<file path="src/rtl/mem_pkg.sv">
// Shared types and constants for the memory arbiter and its client slots.
package mem_pkg;

    localparam int ADDR_WIDTH          = 32;
    localparam int DATA_WIDTH          = 32;
    localparam int DATA_INDEXING_WIDTH = $clog2(DATA_WIDTH / 8);

    // Byte counts carried on mem_bytes; reads always use BYTES_W.
    localparam logic [2:0] BYTES_B = 3'd1;
    localparam logic [2:0] BYTES_H = 3'd2;
    localparam logic [2:0] BYTES_W = 3'd4;

    typedef logic [DATA_INDEXING_WIDTH-1:0] byte_index_t;

    typedef enum logic {
        IDLE,
        BUSY
    } arb_state_t;

    typedef enum logic [1:0] {
        OWN_IF,
        OWN_DR,
        OWN_DW
    } arb_owner_t;

endpackage

</file>
<file path="src/rtl/memory_arbiter_if.sv">
// Bundle of the three client activate/done ports and the external memory port.
interface memory_arbiter_if;
    import mem_pkg::*;

    logic [ADDR_WIDTH-1:0] if_fetch_addr;
    logic                  if_fetch_activate;
    logic [DATA_WIDTH-1:0] if_fetched_data;
    logic                  if_fetch_done;

    logic [ADDR_WIDTH-1:0] ds_fetch_addr;
    logic                  ds_fetch_activate;
    logic [DATA_WIDTH-1:0] ds_fetched_data;
    logic                  ds_fetch_done;

    logic [ADDR_WIDTH-1:0] ds_write_addr;
    logic [DATA_WIDTH-1:0] ds_write_data;
    logic [2:0]            ds_bytes_to_write;
    logic                  ds_write_activate;
    logic                  ds_write_done;

    logic                  mem_req;
    logic                  mem_write;
    logic [ADDR_WIDTH-1:0] mem_addr;
    logic [DATA_WIDTH-1:0] mem_wdata;
    logic [2:0]            mem_bytes;
    logic [DATA_WIDTH-1:0] mem_rdata;
    logic                  mem_ack;

    // Arbiter side: serves the clients, drives the memory port.
    modport slave (
        input  if_fetch_addr, if_fetch_activate,
        output if_fetched_data, if_fetch_done,
        input  ds_fetch_addr, ds_fetch_activate,
        output ds_fetched_data, ds_fetch_done,
        input  ds_write_addr, ds_write_data, ds_bytes_to_write, ds_write_activate,
        output ds_write_done,
        output mem_req, mem_write, mem_addr, mem_wdata, mem_bytes,
        input  mem_rdata, mem_ack
    );

    // Environment side: pipeline clients plus the external memory.
    modport master (
        output if_fetch_addr, if_fetch_activate,
        input  if_fetched_data, if_fetch_done,
        output ds_fetch_addr, ds_fetch_activate,
        input  ds_fetched_data, ds_fetch_done,
        output ds_write_addr, ds_write_data, ds_bytes_to_write, ds_write_activate,
        input  ds_write_done,
        input  mem_req, mem_write, mem_addr, mem_wdata, mem_bytes,
        output mem_rdata, mem_ack
    );

endinterface

</file>
<file path="src/rtl/mem_client_slot.sv">
// One client of the arbiter: latched request fields, level done flag and result.
module mem_client_slot
    import mem_pkg::*;
(
    input  logic                  clk,
    input  logic                  rst,
    input  logic                  activate,
    input  logic [ADDR_WIDTH-1:0] addr,
    input  logic [DATA_WIDTH-1:0] wdata,
    input  logic [2:0]            byte_cnt,
    input  logic                  grant,
    input  logic                  complete,
    input  logic [DATA_WIDTH-1:0] rdata,
    output logic                  live,
    output logic                  done,
    output logic [DATA_WIDTH-1:0] result
);

    logic [ADDR_WIDTH-1:0] lat_addr;
    logic [DATA_WIDTH-1:0] lat_wdata;
    logic [2:0]            lat_bytes;
    logic                  pending;
    logic                  abandon;
    logic                  fields_match;

    assign fields_match = (addr == lat_addr) && (wdata == lat_wdata) && (byte_cnt == lat_bytes);
    assign live         = activate && !done && !pending;

    // Latch fields at grant, track abandonment while owned, and keep the done level.
    always_ff @(posedge clk or posedge rst) begin
        if (rst) begin
            lat_addr  <= '0;
            lat_wdata <= '0;
            lat_bytes <= '0;
            pending   <= 1'b0;
            abandon   <= 1'b0;
            done      <= 1'b0;
            result    <= '0;
        end else begin
            if (grant) begin
                lat_addr  <= addr;
                lat_wdata <= wdata;
                lat_bytes <= byte_cnt;
                pending   <= 1'b1;
                abandon   <= 1'b0;
            end else if (complete) begin
                pending <= 1'b0;
                // A request withdrawn or altered mid-flight completes silently.
                if (!abandon && activate && fields_match) begin
                    done   <= 1'b1;
                    result <= rdata;
                end
            end else if (pending && (!activate || !fields_match)) begin
                abandon <= 1'b1;
            end
            if (done && (!activate || !fields_match)) begin
                done <= 1'b0;
            end
        end
    end

endmodule

</file>
<file path="src/rtl/memory_arbiter.sv">
// Serialises ifetch, load and store clients onto one external memory port.
module memory_arbiter
    import mem_pkg::*;
#(
    parameter int STARVE_LIMIT = 4
) (
    input  logic              clk,
    input  logic              rst,
    memory_arbiter_if.slave   bus
);

    localparam int                CW    = $clog2(STARVE_LIMIT + 1);
    localparam logic [CW-1:0]     LIMIT = CW'(STARVE_LIMIT);

    arb_state_t            state, next_state;
    arb_owner_t            owner, sel_owner;
    logic [CW-1:0]         starve_cnt;
    logic                  grant_if, grant_dr, grant_dw, grant_any;
    logic                  if_live, dr_live, dw_live;
    logic                  complete;
    logic [DATA_WIDTH-1:0] dw_result_unused;

    assign grant_any = grant_if || grant_dr || grant_dw;
    assign complete  = (state == BUSY) && bus.mem_ack;

    mem_client_slot u_if_slot (
        .clk(clk), .rst(rst),
        .activate(bus.if_fetch_activate), .addr(bus.if_fetch_addr),
        .wdata('0), .byte_cnt(BYTES_W),
        .grant(grant_if), .complete(complete && owner == OWN_IF), .rdata(bus.mem_rdata),
        .live(if_live), .done(bus.if_fetch_done), .result(bus.if_fetched_data)
    );

    mem_client_slot u_dr_slot (
        .clk(clk), .rst(rst),
        .activate(bus.ds_fetch_activate), .addr(bus.ds_fetch_addr),
        .wdata('0), .byte_cnt(BYTES_W),
        .grant(grant_dr), .complete(complete && owner == OWN_DR), .rdata(bus.mem_rdata),
        .live(dr_live), .done(bus.ds_fetch_done), .result(bus.ds_fetched_data)
    );

    mem_client_slot u_dw_slot (
        .clk(clk), .rst(rst),
        .activate(bus.ds_write_activate), .addr(bus.ds_write_addr),
        .wdata(bus.ds_write_data), .byte_cnt(bus.ds_bytes_to_write),
        .grant(grant_dw), .complete(complete && owner == OWN_DW), .rdata(bus.mem_rdata),
        .live(dw_live), .done(bus.ds_write_done), .result(dw_result_unused)
    );

    // FSM state register.
    always_ff @(posedge clk or posedge rst) begin
        if (rst) state <= IDLE;
        else     state <= next_state;
    end

    // Next state and client selection: starved ifetch, then write, load, ifetch.
    always_comb begin
        next_state = state;
        grant_if   = 1'b0;
        grant_dr   = 1'b0;
        grant_dw   = 1'b0;
        sel_owner  = OWN_IF;
        case (state)
            IDLE: begin
                if (if_live && starve_cnt == LIMIT) begin
                    grant_if  = 1'b1;
                    sel_owner = OWN_IF;
                end else if (dw_live) begin
                    grant_dw  = 1'b1;
                    sel_owner = OWN_DW;
                end else if (dr_live) begin
                    grant_dr  = 1'b1;
                    sel_owner = OWN_DR;
                end else if (if_live) begin
                    grant_if  = 1'b1;
                    sel_owner = OWN_IF;
                end
                if (grant_if || grant_dr || grant_dw) next_state = BUSY;
            end
            BUSY: begin
                if (bus.mem_ack) next_state = IDLE;
            end
            default: next_state = IDLE;
        endcase
    end

    // External port registers: loaded at grant, held through BUSY, request dropped on ack.
    always_ff @(posedge clk or posedge rst) begin
        if (rst) begin
            bus.mem_req   <= 1'b0;
            bus.mem_write <= 1'b0;
            bus.mem_addr  <= '0;
            bus.mem_wdata <= '0;
            bus.mem_bytes <= '0;
            owner         <= OWN_IF;
        end else if (grant_any) begin
            bus.mem_req <= 1'b1;
            owner       <= sel_owner;
            if (grant_dw) begin
                bus.mem_write <= 1'b1;
                bus.mem_addr  <= bus.ds_write_addr;
                bus.mem_wdata <= bus.ds_write_data;
                bus.mem_bytes <= bus.ds_bytes_to_write;
            end else begin
                bus.mem_write <= 1'b0;
                bus.mem_addr  <= grant_dr ? bus.ds_fetch_addr : bus.if_fetch_addr;
                bus.mem_wdata <= '0;
                bus.mem_bytes <= BYTES_W;
            end
        end else if (complete) begin
            bus.mem_req <= 1'b0;
        end
    end

    // Count data grants that bypass a waiting ifetch, saturating at the limit.
    always_ff @(posedge clk or posedge rst) begin
        if (rst) begin
            starve_cnt <= '0;
        end else if (!bus.if_fetch_activate || grant_if) begin
            starve_cnt <= '0;
        end else if ((grant_dw || grant_dr) && if_live && starve_cnt != LIMIT) begin
            starve_cnt <= starve_cnt + 1'b1;
        end
    end

endmodule
</file>
<file path="src/flat_wrapper.sv">
// flat-port wrapper written by rule: the top's interface ports become plain ports
module memory_arbiter_flat import mem_pkg::*;
#(
    parameter int STARVE_LIMIT = 4
)
  (clk, rst, bus_if_fetch_addr, bus_if_fetch_activate, bus_if_fetched_data, bus_if_fetch_done, bus_ds_fetch_addr, bus_ds_fetch_activate, bus_ds_fetched_data, bus_ds_fetch_done, bus_ds_write_addr, bus_ds_write_data, bus_ds_bytes_to_write, bus_ds_write_activate, bus_ds_write_done, bus_mem_req, bus_mem_write, bus_mem_addr, bus_mem_wdata, bus_mem_bytes, bus_mem_rdata, bus_mem_ack);
  memory_arbiter_if bus_i ();
  input  logic clk;
  input  logic rst;
  input wire logic [$bits(bus_i.if_fetch_addr)-1:0] bus_if_fetch_addr;
  input wire logic [$bits(bus_i.if_fetch_activate)-1:0] bus_if_fetch_activate;
  output wire logic [$bits(bus_i.if_fetched_data)-1:0] bus_if_fetched_data;
  output wire logic [$bits(bus_i.if_fetch_done)-1:0] bus_if_fetch_done;
  input wire logic [$bits(bus_i.ds_fetch_addr)-1:0] bus_ds_fetch_addr;
  input wire logic [$bits(bus_i.ds_fetch_activate)-1:0] bus_ds_fetch_activate;
  output wire logic [$bits(bus_i.ds_fetched_data)-1:0] bus_ds_fetched_data;
  output wire logic [$bits(bus_i.ds_fetch_done)-1:0] bus_ds_fetch_done;
  input wire logic [$bits(bus_i.ds_write_addr)-1:0] bus_ds_write_addr;
  input wire logic [$bits(bus_i.ds_write_data)-1:0] bus_ds_write_data;
  input wire logic [$bits(bus_i.ds_bytes_to_write)-1:0] bus_ds_bytes_to_write;
  input wire logic [$bits(bus_i.ds_write_activate)-1:0] bus_ds_write_activate;
  output wire logic [$bits(bus_i.ds_write_done)-1:0] bus_ds_write_done;
  output wire logic [$bits(bus_i.mem_req)-1:0] bus_mem_req;
  output wire logic [$bits(bus_i.mem_write)-1:0] bus_mem_write;
  output wire logic [$bits(bus_i.mem_addr)-1:0] bus_mem_addr;
  output wire logic [$bits(bus_i.mem_wdata)-1:0] bus_mem_wdata;
  output wire logic [$bits(bus_i.mem_bytes)-1:0] bus_mem_bytes;
  input wire logic [$bits(bus_i.mem_rdata)-1:0] bus_mem_rdata;
  input wire logic [$bits(bus_i.mem_ack)-1:0] bus_mem_ack;
  assign bus_i.if_fetch_addr = bus_if_fetch_addr;
  assign bus_i.if_fetch_activate = bus_if_fetch_activate;
  assign bus_if_fetched_data = bus_i.if_fetched_data;
  assign bus_if_fetch_done = bus_i.if_fetch_done;
  assign bus_i.ds_fetch_addr = bus_ds_fetch_addr;
  assign bus_i.ds_fetch_activate = bus_ds_fetch_activate;
  assign bus_ds_fetched_data = bus_i.ds_fetched_data;
  assign bus_ds_fetch_done = bus_i.ds_fetch_done;
  assign bus_i.ds_write_addr = bus_ds_write_addr;
  assign bus_i.ds_write_data = bus_ds_write_data;
  assign bus_i.ds_bytes_to_write = bus_ds_bytes_to_write;
  assign bus_i.ds_write_activate = bus_ds_write_activate;
  assign bus_ds_write_done = bus_i.ds_write_done;
  assign bus_mem_req = bus_i.mem_req;
  assign bus_mem_write = bus_i.mem_write;
  assign bus_mem_addr = bus_i.mem_addr;
  assign bus_mem_wdata = bus_i.mem_wdata;
  assign bus_mem_bytes = bus_i.mem_bytes;
  assign bus_i.mem_rdata = bus_mem_rdata;
  assign bus_i.mem_ack = bus_mem_ack;
  memory_arbiter #(.STARVE_LIMIT(STARVE_LIMIT)) u_core (.clk(clk), .rst(rst), .bus(bus_i));
endmodule
</file>
<file path="config.mk">
export PLATFORM = sky130hd
export DESIGN_NAME = memory_arbiter_flat
export DESIGN_NICKNAME = d
export VERILOG_FILES = /design/src/rtl/mem_pkg.sv /design/src/rtl/memory_arbiter_if.sv /design/src/rtl/mem_client_slot.sv /design/src/rtl/memory_arbiter.sv /design/src/flat_wrapper.sv
export SDC_FILE = /design/constraint.sdc
export NUM_CORES = 1
export LEC_CHECK = 0
export BUFFER_PORTS_ARGS = -buffer_cell sky130_fd_sc_hd__clkbuf_2
export CAP_MARGIN = 30
export CORE_ASPECT_RATIO = 1.25
export CORE_MARGIN = 2
export CORE_UTILIZATION = 40
export DETAILED_ROUTE_END_ITERATION = 10
export PLACE_DENSITY = 0.75
export SYNTH_ARGS = -nofsm -noshare
export SYNTH_HDL_FRONTEND = slang
export SYNTH_SLANG_ARGS = --single-unit
export TNS_END_PERCENT = 20
</file>
<file path="constraint.sdc">
create_clock -name clk -period 9.37 [get_ports clk]
set_input_delay 0.4685 -clock clk [delete_from_list [all_inputs] [get_ports clk]]
set_output_delay 0.4685 -clock clk [all_outputs]
set_load 0.05 [all_outputs]
</file>
== After elaboration in Yosys (flattened, before gate mapping) ==
Index checks and enable logic that the tools add are counted.

* Word-level logic and storage cells: 179
* Input bits: 169
* Bits in registers: 281
* Output and inout bits: 136

* Mux-type cells: 58
* Add/sub/neg operators: 1
* Bitwise gates (word level): 3
* Reduce and logical (&&, ||, !) cells: 76
* Equal/unequal tests: 15

{| class="wikitable"
|+ Operators by type and width
! operator !! number
|-
| equality test 32 bit || 4
|-
| 2-to-1 mux 32 bit || 3
|-
| 2-to-1 mux 1 bit || 48
|-
| logical AND 1 bit || 29
|-
| nonzero test 2 bit || 14
|-
| logical NOT 1 bit || 15
|-
| AND reduction 3 bit || 5
|-
| logical OR 1 bit || 9
|-
| 2-to-1 mux 3 bit || 3
|-
| 2-to-1 mux 2 bit || 3
|-
| inequality test 2 x 1 -> 1 bit (second input constant) || 3
|-
| inequality test 2 bit (second input constant) || 3
|-
| AND reduction 2 bit || 3
|-
| adder 3 x 1 -> 3 bit (second input constant) || 1
|-
| equality test 3 bit || 1
|-
| equality test 3 bit (second input constant) || 1
|-
| inequality test 3 bit (second input constant) || 1
|-
| inverter 1 bit || 3
|-
| equality test 2 x 1 -> 1 bit (second input constant) || 1
|-
| equality test 2 bit (second input constant) || 1
|-
| logical NOT 2 bit || 1
|-
| one-hot mux 1 bit (2 select lines) || 1
|}

== Longest topological paths before layout ==
* Depth in word-level cells: 13
* Depth in mapped cells: 10
* Gate-level depth less buffers: 8

== Modules after synthesis ==
From an unflattened synthesis, not the netlist that was laid out.

* Cells, all modules: 1455
* Area, all modules: 18047.3 sq um

{| class="wikitable"
|+ By module, submodules not included
! module !! times used !! area an instance (sq um) !! sequential area each (sq um) !! cells an instance
|-
| mem_client_slot || 3 || 4788.3 || 2552.4 || 349
|-
| memory_arbiter || 1 || 3682.3 || 1851.8 || 408
|}

== Worst setup path before layout ==
No wires, ideal clock.

* Path kind: reg-to-reg
* Start: reg u_core.u_dw_slot.done
* End: reg u_core.u_if_slot.lat_addr[0]
* Required time: 9.245 ns
* Buffers on the path: 2
* Clock period less this slack: 2.303 ns
* Arrival time: 2.179 ns
* Setup slack: 7.067 ns
* Setup time: 0.125 ns
* Cell stages (with the launch flop): 7
* Cells stage by stage: dfrtp_1 > nor3b_1 > o21ai_0 > nand2_1 > buf_1 > clkbuf_1 > mux2_2

* Cells in the longest elaborated chain, start to end: 7

{| class="wikitable"
|+ Ends and longest elaborated chain
! item !! line !! RTL
|-
| from (decl) || mem_client_slot.sv:15 || <nowiki>output logic done,</nowiki>
|-
| from (signal assigned) || mem_client_slot.sv:37 || <nowiki>done <= 1'b0;</nowiki>
|-
| from (signal assigned) || mem_client_slot.sv:50 || <nowiki>done <= 1'b1;</nowiki>
|-
| from (signal assigned) || mem_client_slot.sv:57 || <nowiki>done <= 1'b0;</nowiki>
|-
| logical NOT 1 bit || mem_client_slot.sv:27 || <nowiki>assign live = activate && !done && !pending;</nowiki>
|-
| logical AND 1 bit (2 in a row) || mem_client_slot.sv:27 ||
|-
| 2-to-1 mux 1 bit || memory_arbiter.sv:68 || <nowiki>end else if (dw_live) begin</nowiki>
|-
| 2-to-1 mux 1 bit || memory_arbiter.sv:65 || <nowiki>if (if_live && starve_cnt == LIMIT) begin</nowiki>
|-
| 2-to-1 mux 1 bit (2 in a row) || memory_arbiter.sv:63 || <nowiki>case (state)</nowiki>
|-
| to (signal assigned) || mem_client_slot.sv:41 || <nowiki>lat_addr <= addr;</nowiki>
|-
| to (decl) || mem_client_slot.sv:19 || <nowiki>logic [ADDR_WIDTH-1:0] lat_addr;</nowiki>
|}

Every way passes these cells. The select of a mux whose other input is x is not followed.
A chain may end at the register's enable or synchronous reset.

== Final worst setup path ==
* Start: reg u_core.u_if_slot.lat_addr[21]
* End: reg u_core.u_if_slot.result[3]

* Cells in the longest elaborated chain, start to end: 4

{| class="wikitable"
|+ Ends and longest elaborated chain
! item !! line !! RTL
|-
| equality test 32 bit || mem_client_slot.sv:26 || <nowiki>assign fields_match = (addr == lat_addr) && (wdata == lat_wdata) && (byte_cnt == lat_bytes);</nowiki>
|-
| logical AND 1 bit || mem_client_slot.sv:26 ||
|-
| logical AND 1 bit || mem_client_slot.sv:49 || <nowiki>if (!abandon && activate && fields_match) begin</nowiki>
|-
| AND reduction 3 bit (no line) || -- ||
|-
| to (signal assigned) || mem_client_slot.sv:51 || <nowiki>result <= rdata;</nowiki>
|-
| to (decl) || mem_client_slot.sv:16 || <nowiki>output logic [DATA_WIDTH-1:0] result</nowiki>
|}

Every way passes these cells.

==> results.toml <==
[place]
hpwl_um = 25800
dpl.cell_count = 1815
port_buffers = 304
place.gp.congestion = 0.835

[critical_path]
cp.arrival_ns = 3.30
end_kind = "register"
start_kind = "register"
slowest_stage = "or4_4"
path_max_fanout = 22
worstSetupPathDepth = 7
required_ns = 9.81
reg2reg_depth = 7
crit_chain = "xnor2_1 > nand4_1 > or4_4 > nor4_2 > nand2_2 > buf_12 > mux2_4"
crit_path_max_incr_delay_ns = 0.55
critical_path.top_delay_family = "simple AND/OR/NAND/NOR gates"
criticalPathCategory = "register to register"
worstPathBufferInverterCount = 1
r2r_slack_ns = 6.51

[final_layout]
regArea_um2 = 7010
multi_input_area_um2 = 4900
final_common_cell = "nand2_1"
final_cell_mix = "366 x nand2_1, 304 x clkbuf_2, 280 x dfrtp_1, 69 x xnor2_1, 66 x mux2_2"
layout.nets = 1619
drive_gt1_share_pct = 32.5
syn2layout_area_growth_pct = 25.3
final_cells = 1874
nFillCells = 2786

[route]
vias_per_cell = 5.04
drc = 0
vias = 9442
ant_nets = 0
drtIter0Drc = 682
wirelength_um = 34900
drtPass1Iterations = 6
wl_per_cell_um = 18.6

[clocking]
cts_setup_buffers = 0
cts_root_buf = "clkbuf_16"
htreeDepth = 1
insertion_delay_ns = 0.56
clk_pin_slew_worst_paths_ns = 0.06
clock_sink_count = 280
ctsHoldBuffers = 1
post_cts_resized = 0
clk_path_buf_depth = 3
numCtsBuffers = 30
cts_tree = "yes"

[logic_synthesis]
synth_area_um2 = 12200
syn_area_per_cell_um2 = 10.6
mappedNetlistNets = 1315
ys_seq_elements = 280
synth_area_leaders = "dfrtp_1 58%, nand2_1 11%, mux2_2 6.1%"
ys_types = 43
synth_ff_type = "dfrtp_1"
yosysTopAreaCell = "dfrtp_1"
ys.warnings.count = 0
synth.top_cell.area_share_pct = 57.6
async_flop_share_pct = 100
synth-edff-count = 0
yosysSeqAreaShare_pct = 57.6
syn_inst = 1144

[power_and_ir_drop]
sw_frac_of_total_pct = 40.7
p_leak_uw = 0.00799
pwr-share-clk_pct = 25.1
vdd_ir_drop_max_uv = 211
p_comb_share_pct = 36.5
power_density_nw_per_um2 = 331
power.switching_uw = 2050
internal_power_uw = 2990
p_seq_share_pct = 38.4

[sta]
fin_crit_ns = 2.86
skew_ns = 0.0239
rsz0062_at_grt = "false"
setup_viol = 0
hold_viol = 0
slew_violations = 0
worst_pin_slew_ns = 0.819
slew-limit-headroom_pct = 45.4
fin_tns_setup_ns = 0
fin_crit_sh_pct = 30.5
max_freq_mhz = 350

[global_routing]
grt_pass1_vias = 9390
grt_pass1_wl_um = 53300
gr-total-overflow = 0
grt_use_total_pct = 21.5
grt_max_degree = 123
antenna_found_initial = 2

[outcome]
status = "completed"

[min_path]
hp-class = "input pin to register"
hold_depth = 3

[floorplan]
die_w_um = 160
die_y_um = 199
pin_count = 305
die-area_um2 = 31800
rows = 71
start_util_pct = 40.5
core_um2 = 30000

[flow_run]
maxCapViolCount = 0
path summary, 6_finish.rpt:
path	startpoint	end
max	u_core.u_if_slot.lat_addr[21]	u_core.u_if_slot.result[3]
min	bus_ds_fetch_addr[8]	u_core.u_dr_slot.lat_addr[8]
max reg2reg	u_core.u_if_slot.lat_addr[21]	u_core.u_if_slot.result[3]
min reg2reg	u_core.bus.mem_wdata[7]	u_core.bus.mem_wdata[7]
max in group asynchronous	rst	u_core.u_dw_slot.lat_wdata[8]
min in group asynchronous	rst	u_core.u_dr_slot.result[31]
registers in the layout (all words and copies together), names as in the netlist, 2 cells and up:
signal and cells:
u_core.bus.mem_addr 32, u_core.bus.mem_wdata 32, u_core.u_dw_slot.lat_wdata 32, u_core.starve_cnt 3, u_core.owner 2, u_core.u_if_slot.lat_addr 32
u_core.u_dw_slot.lat_addr 32, u_core.u_if_slot.result 32, u_core.u_dr_slot.lat_addr 32, u_core.u_dw_slot.lat_bytes 3, u_core.u_dr_slot.result 32, u_core.bus.mem_bytes 3
through the flow:
step / power (uW) / util [%] / setup WS, ns / area (um^2) / hold slack [ns]
2_1_floorplan: 3260 / - / 1.18 / 12200 / 0.435
3_3_place_gp: 3740 / 46.9 / 6.12 / 14100 / 0.451
3_5_place_dp: 3800 / 47.0 / 6.34 / 14100 / 0.419
4_1_cts: 5080 / 50.6 / 6.46 / 15200 / 0.134
5_1_grt: 5330 / 50.7 / 6.37 / 15200 / 0.137
6_report: 5040 / 50.7 / 6.51 / 15200 / 0.149
metal layers:
metal  GRT usage [%]  vias up  part of all wire (%)
li1                -     4422                     -
met1            29.2     4605                    41
met2            35.0      350                    49
met3            3.00       65                   6.3
met4            8.54        0                   3.8
met5               0        -                     0
cells in the mapped netlist, types with 2 or more instances:
| cell type | count |
|---|---|
| nand2b_1 | 9 |
| o21ai_0 | 42 |
| xor2_1 | 47 |
| nor2_1 | 42 |
| mux2_2 | 66 |
| o2111ai_1 | 2 |
| buf_1 | 14 |
| mux2_4 | 30 |
| a2111o_1 | 3 |
| a22oi_1 | 8 |
| nand3_1 | 6 |
| xnor2_1 | 69 |
| o2bb2ai_1 | 2 |
| buf_6 | 3 |
| nand4_1 | 18 |
| ha_1 | 2 |
| and2_1 | 2 |
| nand2_1 | 368 |
| nor2b_1 | 8 |
| nor4_1 | 18 |
| dfrtp_1 | 280 |
| inv_1 | 17 |
| a31oi_1 | 33 |
| clkbuf_1 | 29 |
| nor3_1 | 4 |
| o22ai_1 | 3 |
| nor3b_1 | 3 |
power groups by stage:
stage | combinational (uW) | clock (uW) | sequential, uW
2_1_floorplan | 850 | 0 | 2410
3_3_place_gp | 1820 | 0 | 1930
3_5_place_dp | 1850 | 0 | 1950
4_1_cts | 1850 | 1290 | 1930
5_1_grt | 2010 | 1340 | 1980
6_report | 1840 | 1270 | 1940
worst register-to-register path, cell delays in order (launching register included):
cell	delay, ns
dfrtp_1	0.39
xnor2_1	0.27
nand4_1	0.13
or4_4	0.55
nor4_2	0.41
nand2_2	0.37
buf_12	0.31
mux2_4	0.34
cells by family (layout without fill, tap and decap cells):
group / count (synthesis) / after routing / synth area share (%)
AO/OA/AOI/OAI: 103 / 103 / 5.33
buffers and inverters: 63 / 391 / 2.13
multiplexers: 97 / 97 / 9.90
XOR/XNOR: 116 / 116 / 8.36
flip-flops: 280 / 280 / 57.6
other: 0 / 1 / 0
adder cells (fa/ha/maj): 2 / 2 / 0.206
AND/OR/NAND/NOR: 483 / 483 / 16.4
final cells by class:
type | count | share of cell area, %
Sequential cell | 280 | 46.0
Clock buffer | 33 | 5.27
Antenna cell | 1 | 0.0164
Inverter | 17 | 0.468
Multi-Input combinational cell | 801 | 32.2
Tap cell | 401 | 3.29
Clock inverter | 23 | 1.72
Timing Repair Buffer | 318 | 11.0
(Power assumes the default switching activity.)
